## src/rtl/cgra_pkt_s2mm.sv

```systemverilog
// cgra_pkt_s2mm: writes CGRA result packets from an AXI-Stream into
// memory as AXI4 INCR bursts, one outstanding, never crossing 4 KB.
module cgra_pkt_s2mm #(
   parameter int AXI_ADDR_W    = 64,
   parameter int AXI_DATA_W    = 64,
   parameter int AXI_ID_W      = 4,
   parameter int AXIS_W        = 192,
   parameter int BEATS_PER_PKT = AXIS_W / AXI_DATA_W
) (
   input  logic                    clk,
   input  logic                    rst,
   input  logic                    start,
   input  logic [AXI_ADDR_W-1:0]   dst_addr,
   input  logic [31:0]             len_pkts,
   output logic                    busy,
   output logic                    done,
   output logic                    err,
   output logic [31:0]             pkts_done,
   input  logic [AXIS_W-1:0]       s_axis_tdata,
   input  logic                    s_axis_tvalid,
   output logic                    s_axis_tready,
   output logic [AXI_ID_W-1:0]     awid,
   output logic [AXI_ADDR_W-1:0]   awaddr,
   output logic [7:0]              awlen,
   output logic [2:0]              awsize,
   output logic [1:0]              awburst,
   output logic                    awvalid,
   input  logic                    awready,
   output logic [AXI_DATA_W-1:0]   wdata,
   output logic [AXI_DATA_W/8-1:0] wstrb,
   output logic                    wlast,
   output logic                    wvalid,
   input  logic                    wready,
   input  logic [AXI_ID_W-1:0]     bid,
   input  logic [1:0]              bresp,
   input  logic                    bvalid,
   output logic                    bready
);

   localparam int BYTES = AXI_DATA_W / 8;
   localparam int SZ    = $clog2(BYTES);
   localparam int BW    = $clog2(BEATS_PER_PKT + 1);
   localparam int CW    = 13;
   localparam logic [AXI_ADDR_W-1:0] LOW_MASK = AXI_ADDR_W'(BYTES - 1);

   typedef enum logic [2:0] {IDLE, GET, AW, W, B} state_t;

   state_t                state;
   logic [AXI_ADDR_W-1:0] cur_addr;
   logic [31:0]           remaining;
   logic [AXIS_W-1:0]     pkt_buf;
   logic [BW-1:0]         beat_idx;
   logic [7:0]            burst_left;
   logic [CW-1:0]         beats_left;
   logic [CW-1:0]         room;
   logic [CW-1:0]         beats_this;
   logic                  unused_bid;

   assign unused_bid = ^bid;

   // Burst length: rest of the packet, clipped at the next 4 KB page.
   always_comb begin
      beats_left = CW'(BEATS_PER_PKT) - CW'(beat_idx);
      room       = (CW'(4096) - CW'(cur_addr[11:0])) >> SZ;
      beats_this = (beats_left < room) ? beats_left : room;
   end

   assign busy          = (state != IDLE);
   assign s_axis_tready = (state == GET);
   assign awvalid       = (state == AW);
   assign wvalid        = (state == W);
   assign bready        = (state == B);

   assign awid    = '0;
   assign awaddr  = awvalid ? cur_addr : '0;
   assign awlen   = awvalid ? 8'(beats_this - CW'(1)) : 8'd0;
   assign awsize  = awvalid ? 3'(SZ) : 3'd0;
   assign awburst = awvalid ? 2'b01 : 2'b00;
   assign wdata   = wvalid ? pkt_buf[AXI_DATA_W-1:0] : '0;
   assign wstrb   = wvalid ? '1 : '0;
   assign wlast   = wvalid && (burst_left == 8'd1);

   always_ff @(posedge clk or posedge rst) begin
      if (rst) begin
         state      <= IDLE;
         cur_addr   <= '0;
         remaining  <= '0;
         pkt_buf    <= '0;
         beat_idx   <= '0;
         burst_left <= '0;
         done       <= 1'b0;
         err        <= 1'b0;
         pkts_done  <= '0;
      end else begin
         unique case (state)
            IDLE: if (start) begin
               cur_addr  <= dst_addr & ~LOW_MASK;
               remaining <= len_pkts;
               err       <= 1'b0;
               pkts_done <= '0;
               done      <= (len_pkts == 32'd0);
               if (len_pkts != 32'd0) state <= GET;
            end
            GET: if (s_axis_tvalid) begin
               pkt_buf  <= s_axis_tdata;
               beat_idx <= '0;
               state    <= AW;
            end
            AW: if (awready) begin
               burst_left <= 8'(beats_this);
               state      <= W;
            end
            // The buffer shifts down so the next beat is always in the low lane.
            W: if (wready) begin
               pkt_buf    <= pkt_buf >> AXI_DATA_W;
               beat_idx   <= beat_idx + 1'b1;
               cur_addr   <= cur_addr + AXI_ADDR_W'(BYTES);
               burst_left <= burst_left - 8'd1;
               if (wlast) state <= B;
            end
            B: if (bvalid) begin
               err <= err | (bresp != 2'b00);
               if (beat_idx < BW'(BEATS_PER_PKT)) begin
                  state <= AW;
               end else begin
                  pkts_done <= pkts_done + 32'd1;
                  remaining <= remaining - 32'd1;
                  if (remaining == 32'd1) begin
                     done  <= 1'b1;
                     state <= IDLE;
                  end else begin
                     state <= GET;
                  end
               end
            end
            default: state <= IDLE;
         endcase
      end
   end

endmodule

```

## config.mk

```make
export PLATFORM = sky130hd
export DESIGN_NAME = cgra_pkt_s2mm
export DESIGN_NICKNAME = d
export VERILOG_FILES = /design/src/rtl/cgra_pkt_s2mm.sv
export SDC_FILE = /design/constraint.sdc
export NUM_CORES = 1
export LEC_CHECK = 0
export BUFFER_PORTS_ARGS = -buffer_cell sky130_fd_sc_hd__buf_2
export CORE_ASPECT_RATIO = 0.6
export CORE_MARGIN = 5
export CORE_UTILIZATION = 40
export DETAILED_ROUTE_END_ITERATION = 8
export PLACE_DENSITY = 0.74
export SLEW_MARGIN = 0
export SYNTH_ARGS = -nofsm -noshare
export SYNTH_HDL_FRONTEND = slang
export SYNTH_SLANG_ARGS = --single-unit
```

## constraint.sdc

```tcl
create_clock -name clk -period 12.76 [get_ports clk]
set_input_delay 0.638 -clock clk [delete_from_list [all_inputs] [get_ports clk]]
set_output_delay 0.638 -clock clk [all_outputs]
set_load 0.02 [all_outputs]
```

==> impl_results.md <==
- Vias in the first global route: about 16k
- Synthesis-stage register bit count: 332
- CTS resizes: 0
- Layout cell share with drive strength beyond 1: 0.235
- Register area share after synthesis: 0.453
- Worst R2R End: burst_left[6]
- Final WS setup: 8.54 ns
- Vias per cell: 5.58
- Top_reg_cell synth: dfrtp_1
- Most common cell after layout, fill and taps aside: buf_2
- CP startpoint kind: flop
- Drt initial violations: 1,672
- Clock insertion delay at the later pin of the skew report: 0.52 ns
- Max Slew Vio Count: 0
- CP Capture Type: primary output
- Dpl hpwl: 42,800 µm
- Crit Path Max Fanout: 7
- Die Wd: 287 µm
- Total gr overflow: 0
- Fin crit period: around 4.2 ns
- Die Y: 176 µm
- Tot Pwr: 0.00533 W
- DRT antenna net count: 0
- Crit path max-delay cell type: a221oi_2
- Area of the multi-input gates: 9190 µm²
- Site row count: 60
- Via count: 17.4k
- Wire length of the first global-routing pass: 93,700 µm
- Drt total wl: 60,400 µm
- Count of different cell masters after synthesis: 86
- Leakage: 10.4 nW
- Gr usage total: 0.228
- Bufs and invs on worst path: 4
- Pre-antenna DRT Iters: 6
- R2r startpoint: state[2]
- # DRC: 0
- Num Clock Sinks: 332
- Power Density: 241 nW/µm²
- Placer Congestion: 0.895
- Layout area overhead: 20.2%
- Buffers on Ports: 477
- Reg-to-reg setup timing slack: around 9.2 ns
- Setup tns final: 0 ns
- Core region area: 45,100 µm²
- Synth Cell Area: around 18,000 µm²
- Register area: 8310 µm²
- Non-Filler Instances: 3,110
- Starting Density: 0.407
- Achievable clock frequency: 0.237 GHz
- Dpl cells: 3,033
- Hold WS: 0.263 ns
- CTS tree: done
- Relative slew margins: 0.181
- Place WS: 9.06 ns
- Peak VDD IR: 0.000136 V
- CP peak stage delay: 0.43 ns
- CP cell instances: inv_1, ha_1, inv_1, ha_1, a21boi_0, o2111ai_1, a221oi_2, mux2i_1, inv_1, ha_1, nor2_1, buf_2
- Async set-or-reset flop fraction in the synthesized netlist: 1.00
- Filler instances: 4,239
- Largest net degree at the start of global routing: 295
- Initial antenna violation count: 17
- Run status: finished, final reports clean
- Cells after Synth: between 2k and 2.5k
- Hold Vio Cnt, Final: 0
- CP Class: reg2out
- CP top delay family: adder cells
- # Post-CTS Setup Buffers: 0
- RSZ-0062 raised after global routing: no
- Max-cap violations: 0
- Hold buffers post-CTS: 0
- Ys Warns: 0
- Commonest non-fill, non-tap cells in the layout: 477 x buf_2, 362 x nand2_1, 332 x dfrtp_1
- Finish-stage setup viols: 0
- Number of H-tree levels: 2
- I/O Pins: between 400 and 500
- Skew final: 0.0118 ns
- Worst Max-Slew Pin Slew: 1.23 ns
- Post-synth EDFFs: 0
- Clock buffer depth: 3
- Post-layout net count: 2,761
- Reg2Reg Depth: 7
- Syn_area_per_cell: 8.82 µm²
- Clock edge transition at the registers on the reported setup and hold paths: 0.06 ns
- Cts bufs inserted: 35
- Hold WC Path Type: in2async
- Root Driver: clkbuf_16
- Critical Path RT: 12.12 ns
- Routed WL per cell: 19.4 µm
- Die ar.: 50,400 µm²
- Crit path DAT: 3.58 ns
- Crit share post-route: 0.331
[worst max-delay path by stage]
stage,startpoint,endpoint,slack [ns],depth (start not counted)
finish,cur_addr[3],awlen[1],8.54,12
global route,cur_addr[3],awlen[1],8.19,12
CTS,cur_addr[3],awlen[1],8.48,12
detailed placement,cur_addr[3],awlen[1],9.06,12
global placement,state[2],wdata[27],9.11,5
floorplan,rst,beat_idx[0],2.93,1
[layout make-up]
class / count / area share
Timing Repair Buffer: 496 / 0.116
Antenna cell: 14 / 0.00159
Clock buffer: 55 / 0.0459
Multi-Input combinational cell: 1557 / 0.417
Sequential cell: 332 / 0.377
Clock inverter: 8 / 0.00312
Inverter: 28 / 0.00544
Tap cell: 620 / 0.0352
[worst reg2reg max path: cells and delay by family (launching register included)]
kind	cells	cell delay, ns
and+or+nand+nor	3	0.87
xor gates and xnor gates	1	0.16
buffers and inverters	2	1.46
AOI/OAI and AO/OA	1	0.39
DFF	1	0.60
[cells by family (layout without fill, tap and decap cells)]
group                    after synthesis  count (layout)  share of synthesized area
buffers and inverters                201             587                     0.0496
AND/OR/NAND/NOR                      917             917                      0.251
AO/OA/AOI/OAI                        456             456                      0.152
adder cells (fa/ha/maj)               10              10                    0.00682
XOR/XNOR                              27              27                     0.0129
other                                  1              23                   0.000204
flip-flops                           332             332                      0.453
multiplexers                         138             138                     0.0755
[per-stage QoR]
stage,util,cell area (µm²)
6_report,0.489,22100
5_1_grt,0.489,22100
4_1_cts,0.488,22000
3_5_place_dp,0.464,21000
3_3_place_gp,0.464,21000
2_1_floorplan,-,18400
[routing by layer]
| metal | GRT usage | wire length [µm] | part of all wire |
|---|---|---|---|
| met3 | 0.0382 | 4170 | 0.069 |
| met5 | 0 | 0 | 0 |
| met1 | 0.321 | 25400 | 0.42 |
| met2 | 0.353 | 28400 | 0.47 |
| met4 | 0.0886 | 2460 | 0.041 |
[Yosys cell counts, types with 16 or more instances]
master	instances	area, µm²
buf_1	17	63.8
dfrtp_1	332	8310
buf_2	46	230
nand2_1	362	1360
o21ai_0	237	1190
nor4_1	34	213
nor2_1	120	450
nand3_1	78	390
o22ai_1	16	100
nand4_1	53	332
buf_4	24	180
inv_1	27	101
a21oi_1	68	340
xor2_1	20	175
and3_1	20	125
mux2i_1	134	1340
clkbuf_1	85	319
and2_1	131	820
nor3_1	39	195
[power breakdown]
| group | switching, W | internal, W | total [W] |
|---|---|---|---|
| clock | 0.000450 | 0.000551 | 0.00100 |
| combinational | 0.00156 | 0.000884 | 0.00244 |
| sequential | 0.000396 | 0.00149 | 0.00189 |
| total | 0.00240 | 0.00293 | 0.00533 |
[sequential cells by signal, summed over array words and instances (netlist names)]
name and cells:
pkt_buf 192, cur_addr 61, remaining 32, state 3, burst_left 8, err 1, pkts_done 32, done 1
beat_idx 2
Power figures use the tool's default switching activity.
